**src/rtl/spi_word_receiver.sv**
```systemverilog
// spi_word_receiver: mode-0 SPI slave receiver assembling MSB-first words with valid/ack handshake
module spi_word_receiver #(
  parameter int WORD_WIDTH  = 16,
  parameter int SYNC_STAGES = 2
) (
  input  logic                  clk,
  input  logic                  res,
  input  logic                  sck,
  input  logic                  mosi,
  input  logic                  cs_n,
  input  logic                  word_ack,
  output logic [WORD_WIDTH-1:0] word_out,
  output logic                  word_valid,
  output logic                  overrun,
  output logic                  frame_error,
  output logic                  busy
);
  localparam int CW = $clog2(WORD_WIDTH) + 1;
  typedef enum logic [1:0] {IDLE, SHIFT, HOLD} state_t;
  state_t                  state;
  logic [SYNC_STAGES-1:0]  sck_q, mosi_q, cs_q;
  logic                    sck_s, mosi_s, cs_s, sck_d, rise, bit_q;
  logic [WORD_WIDTH-1:0]   shift;
  logic [CW-1:0]           cnt;
  logic                    done, cs_err, hold_err;
  assign sck_s    = sck_q[SYNC_STAGES-1];
  assign mosi_s   = mosi_q[SYNC_STAGES-1];
  assign cs_s     = cs_q[SYNC_STAGES-1];
  assign done     = state == SHIFT && !cs_s && rise && cnt == CW'(WORD_WIDTH - 1);
  assign cs_err   = state == SHIFT && cs_s && cnt != '0;
  assign hold_err = state == HOLD && rise;
  // rise and bit_q are registered together so the sampled bit stays aligned to its edge
  always_ff @(posedge clk) begin
    if (res) begin
      sck_q       <= '0;
      mosi_q      <= '0;
      cs_q        <= '1;
      sck_d       <= 1'b0;
      rise        <= 1'b0;
      bit_q       <= 1'b0;
      shift       <= '0;
      cnt         <= '0;
      state       <= IDLE;
      word_out    <= '0;
      word_valid  <= 1'b0;
      overrun     <= 1'b0;
      frame_error <= 1'b0;
      busy        <= 1'b0;
    end else begin
      sck_q       <= {sck_q[SYNC_STAGES-2:0], sck};
      mosi_q      <= {mosi_q[SYNC_STAGES-2:0], mosi};
      cs_q        <= {cs_q[SYNC_STAGES-2:0], cs_n};
      sck_d       <= sck_s;
      rise        <= sck_s & ~sck_d;
      bit_q       <= mosi_s;
      word_valid  <= done | (word_valid & ~word_ack);
      overrun     <= ~word_ack & (overrun | (done & word_valid));
      frame_error <= cs_err | hold_err | (frame_error & ~word_ack);
      busy        <= ~cs_s;
      if (done) word_out <= {shift[WORD_WIDTH-2:0], bit_q};
      case (state)
        IDLE: begin
          cnt <= '0;
          if (!cs_s) state <= SHIFT;
        end
        SHIFT: begin
          if (cs_s) begin
            cnt   <= '0;
            state <= IDLE;
          end else if (rise) begin
            shift <= {shift[WORD_WIDTH-2:0], bit_q};
            cnt   <= done ? '0 : cnt + 1'b1;
            state <= done ? HOLD : SHIFT;
          end
        end
        HOLD: if (cs_s) state <= IDLE;
        default: state <= IDLE;
      endcase
    end
  end
endmodule

```
**config.mk**
```make
export PLATFORM = sky130hd
export DESIGN_NAME = spi_word_receiver
export DESIGN_NICKNAME = d
export VERILOG_FILES = /design/src/rtl/spi_word_receiver.sv
export SDC_FILE = /design/constraint.sdc
export NUM_CORES = 1
export LEC_CHECK = 0
export CAP_MARGIN = 20
export CORE_ASPECT_RATIO = 1.75
export CORE_MARGIN = 5
export CORE_UTILIZATION = 58
export DETAILED_ROUTE_END_ITERATION = 10
export HOLD_SLACK_MARGIN = 0.02
export PLACE_DENSITY = 0.86
export SLEW_MARGIN = 0
export SYNTH_ARGS = -nofsm -noshare
export SYNTH_HDL_FRONTEND = slang
export SYNTH_SLANG_ARGS = --single-unit
```
**constraint.sdc**
```tcl
create_clock -name clk -period 2.7 [get_ports clk]
set_input_delay 0.405 -clock clk [delete_from_list [all_inputs] [get_ports clk]]
set_output_delay 0.405 -clock clk [all_outputs]
set_load 0.005 [all_outputs]
```
======== Yosys cells after proc, flatten, opt, wreduce, memory -nomap -nowiden ========
Cells that the tools add are included.
word-level totals
  input port bits ......................... 6
  register bits ........................... 51
  logic and storage cells ................. 56
  output and inout port bits .............. 20
cells by class
  muxes and demuxes ....................... 10
  reduce and logical (&&, ||, !) cells .... 13
  add/sub/neg operators ................... 1
  equality and inequality tests ........... 6
  bitwise logic cells ..................... 12
operators by type and width
  kind                                                                    number
  5-bit 2-to-1 mux                                                        3
  2-bit 2-to-1 mux                                                        5
  5-bit case mux with 2 select lines                                      1
  1-bit logical AND                                                       6
  2-bit case mux with 3 select lines                                      1
  3-bit AND reduction                                                     2
  5-bit by 1-bit adder with 5-bit output (second input constant)          1
  1-bit bitwise AND                                                       5
  5-bit by 4-bit equality test with 1-bit output (second input constant)  1
  5-bit nonzero test                                                      1
  2-bit inequality test (second input constant)                           2
  1-bit bitwise OR                                                        4
  3-bit inequality test (second input constant)                           1
  1-bit NOT                                                               3
  2-bit by 1-bit equality test with 1-bit output (second input constant)  1
  2-bit equality test (second input constant)                             1
  2-bit zero test                                                         1
  2-bit AND reduction                                                     1
  2-bit nonzero test                                                      1
  1-bit zero test                                                         1

======== Logic depth before layout (Yosys ltp) ========
  depth after elaboration ................. 8
  gate-level depth with buffers ........... 6
  gate-level depth less buffers ........... 5

======== Worst setup path before layout ========
Ideal clock, no wire load.
  kind .................................... reg-to-reg
  start ................................... register cnt[0]
  end ..................................... register word_out[6]
  path slack .............................. 1.339 ns
  required time ........................... 2.559 ns
  arrival time ............................ 1.221 ns
  path buffers ............................ 1
  library setup time ...................... 0.141 ns
  cell stages (with the launch flop) ...... 6
  path through ............................ dfxtp_1 -> ha_1 -> nand4b_2 -> buf_2 -> o21ai_0 -> a21oi_2
between the ends
  word-level cells in the longest chain between the ends .. 2
RTL lines
  what                                            RTL line  source
  start: declaration                              24        logic [CW-1:0] cnt;
  start signal: assignment                        72        cnt <= done ? '0 : cnt + 1'b1;
  5-bit by 4-bit equality test with 1-bit output  29        assign done = state == SHIFT && !cs_s && rise && cnt == CW'(WORD_WIDTH - 1);
  1-bit logical AND                               29
  end signal: assignment                          60        if (done) word_out <= {shift[WORD_WIDTH-2:0], bit_q};
  end: declaration                                12        output logic [WORD_WIDTH-1:0] word_out,
Every way passes these cells.
A chain may end at the register's enable or synchronous reset.

======== Worst setup path in the final report ========
  start ................................... register cnt[0]
  end ..................................... register word_out[8]
Same word-level chain as after synthesis.

==> impl_metrics.tcl <==
set metrics [dict create \
    status "finished, final reports clean" \
    ioPinCount 26 \
    drt_iter0_drc 42 \
    grt_pass1_vias 1554 \
    synth.distinct_cells 39 \
    async_flop_share_pct 0 \
    post_drt_wl_per_cell_um 14.17 \
    ctsHoldBuffers 0 \
    pre_cts_slack_ps 983.7 \
    r2r_cells 4 \
    path_clk_slew_ps 90 \
    clockBufferDepth 2 \
    port_buffers 25 \
    track_usage_pct 17.05 \
    yosys-top-cells-count "51 x dfxtp_1, 32 x nand2_1, 21 x a21oi_1, 15 x a21oi_2" \
    synth_area_leaders "dfxtp_1 49%, a21oi_2 6.3%, nand3_2 6.2%" \
    peakVddDrop_uv 432.4 \
    die_width_um 55.36 \
    worst_setup_path_start_kind "register" \
    finish.utilization_pct 67.17 \
    antenna_found_initial 0 \
    die_h_um 89.38 \
    synth-seq-cells 51 \
    drv_slew 0 \
    seq_area_frac_synth_pct 48.89 \
    timing.rr.start "cnt[0]" \
    tightestPinTransition_ps 658.8 \
    nNetsFinal 243 \
    post-synth-top-count-cell "dfxtp_1" \
    clock_latency_ps 300 \
    synth.area.mux_share_pct 0 \
    worstReg2RegEnd "word_out[8]" \
    max_freq_mhz 573.6 \
    ys_warn_count 0 \
    setup.worst_path.end "word_out[8]" \
    yosys.area.top_type "dfxtp_1" \
    critPathLaunch "cnt[0]" \
    first_pass_iters 4 \
    post-cts-setup-buffers 0 \
    grt_remaining_overflow 0 \
    reg2reg_slack_ps 960 \
    critPathCaptureType "register" \
    drive_gt1_share_pct 19.57 \
    cp.required_ps 2890 \
    hold_viol 0 \
    synth_top_family_by_area "simple AND/OR/NAND/NOR gates" \
    synth-simple-area-share_pct 24.69 \
    fin_crit_sh_pct 64.57 \
    start_util_pct 58.73 \
    synth_area_um2 2088 \
    cts_max_level 2 \
    netlist_instances 216 \
    cts-root-buf "clkbuf_8" \
    layoutNonFillerInstCount 281 \
    fin_crit_ps 1744 \
    synth_enable_flop_cells 0 \
    clock_skew_ps 6.937 \
    cts_buffers 5 \
    finalPower_w 0.001233 \
    power_density_nw_per_um2 516.4 \
    dieArea_um2 4948 \
    core_area_um2 3556 \
    synthesis.nets 224 \
    routed_wl_um 3981 \
    setup-violations-final 0 \
    synthFlopType "dfxtp_1" \
    p_leak_nw 0.7554 \
    path_class "register to register" \
    drt-vias-per-instance 5.655 \
    fin_tns_setup_ps 0 \
    via_count 1589 \
    rsz0062_at_grt "false" \
    diodes 0 \
    cap_violations 0 \
    grt_max_degree 34 \
    dp_cells 274 \
    synth_top_area_share_pct 48.89 \
    syn2layout_area_growth_pct 14.38 \
    synth_xor_area_share_pct 0 \
    cts_resized 0 \
    cp_max_fo 18 \
    syn_area_per_cell_um2 9.668 \
    drc 0 \
    cts.sinks 51 \
    grt_pass1_wl_um 6706 \
    fin_ws_ps 956.5 \
    max_slew_margin_pct 56.08 \
    hold_class "register to register" \
    gp_congestion 0.8795 \
    dpl.hpwl_um 2533 \
    tritoncts "yes" \
    rows 29 \
    cp.arrival_ps 1930 \
    ant_nets 0 \
    synth-compound-area-share_pct 18.75 \
    synth_fa_ha_area_share_pct 1.198 \
    min_path_cells 1 \
]
[cell usage in the layout, fill, tap and decap left out, types with 2 or more instances in the layout]
cell / n
o21ai_1: 13
dfxtp_1: 51
a31oi_1: 2
buf_4: 4
nand3_1: 7
ha_1: 2
nand2b_1: 2
inv_1: 4
a21oi_2: 15
clkbuf_8: 6
or2_2: 2
a21oi_1: 21
nand3_2: 13
nor2b_1: 8
clkdlybuf4s50_1: 24
o21ai_0: 6
nor3b_1: 2
nand3b_1: 2
nand2_1: 32
[per-layer routing]
| layer | vias up | global-route usage, % | share of wire, % |
|---|---|---|---|
| met5 | - | 0 | 0 |
| met4 | 0 | 13.27 | 3.9 |
| met3 | 15 | 4.191 | 3.4 |
| met2 | 37 | 29.09 | 52 |
| met1 | 751 | 18.04 | 41 |
| li1 | 786 | - | - |
[flip-flops by register name, indices dropped and copies added (netlist names)]
signal,count
bit_q,1
busy,1
cnt,5
cs_q,2
frame_error,1
mosi_q,2
overrun,1
rise,1
sck_d,1
sck_q,2
shift,15
state,2
word_out,16
word_valid,1
[how the worst min path moves through the flow]
stage	slack, ps	from	endpoint
after global routing	400	sck_d	rise
after CTS	380	sck_d	rise
after floorplan	370	sck_d	rise
after detailed placement	380	sck_d	rise
final	380	sck_d	rise
after global placement	370	sck_d	rise
[cell type report]
class / instances / area, um^2
fillers: 317 / 1167
clock inverters: 1 / 5.005
well taps: 46 / 57.56
clock buffers: 6 / 82.58
flip-flops and latches: 51 / 1021
inverters: 4 / 15.01
multi-input cells: 144 / 932.1
repair buffers: 29 / 275.3
[worst max-delay path, cell delays in order (launching register included)]
cell      delay [ps]
dfxtp_1          380
ha_1             260
nand4b_2         480
o21ai_0          410
a21oi_2           90
[cell families (layout without fill, tap and decap cells)]
logic type / Yosys count / in the layout
flops: 51 / 51
fa+ha+maj: 2 / 2
buf+inv: 21 / 40
simple gates: 80 / 80
compound gates: 62 / 62
[metrics by stage]
step	hold WS [ps]	cell area, um^2
3_3_place_gp	371.1	2301
6_report	384.0	2389
5_1_grt	399.0	2389
3_5_place_dp	378.4	2301
4_1_cts	385.0	2389
2_1_floorplan	367.4	2088
[power breakdown]
group	total (W)	switching (W)	internal, W
registers	0.000762	0.00000419	0.000757
logic	0.0000295	0.0000171	0.0000125
clock network	0.000442	0.000241	0.000202
Note: power is estimated with default switching activity, not from simulation.
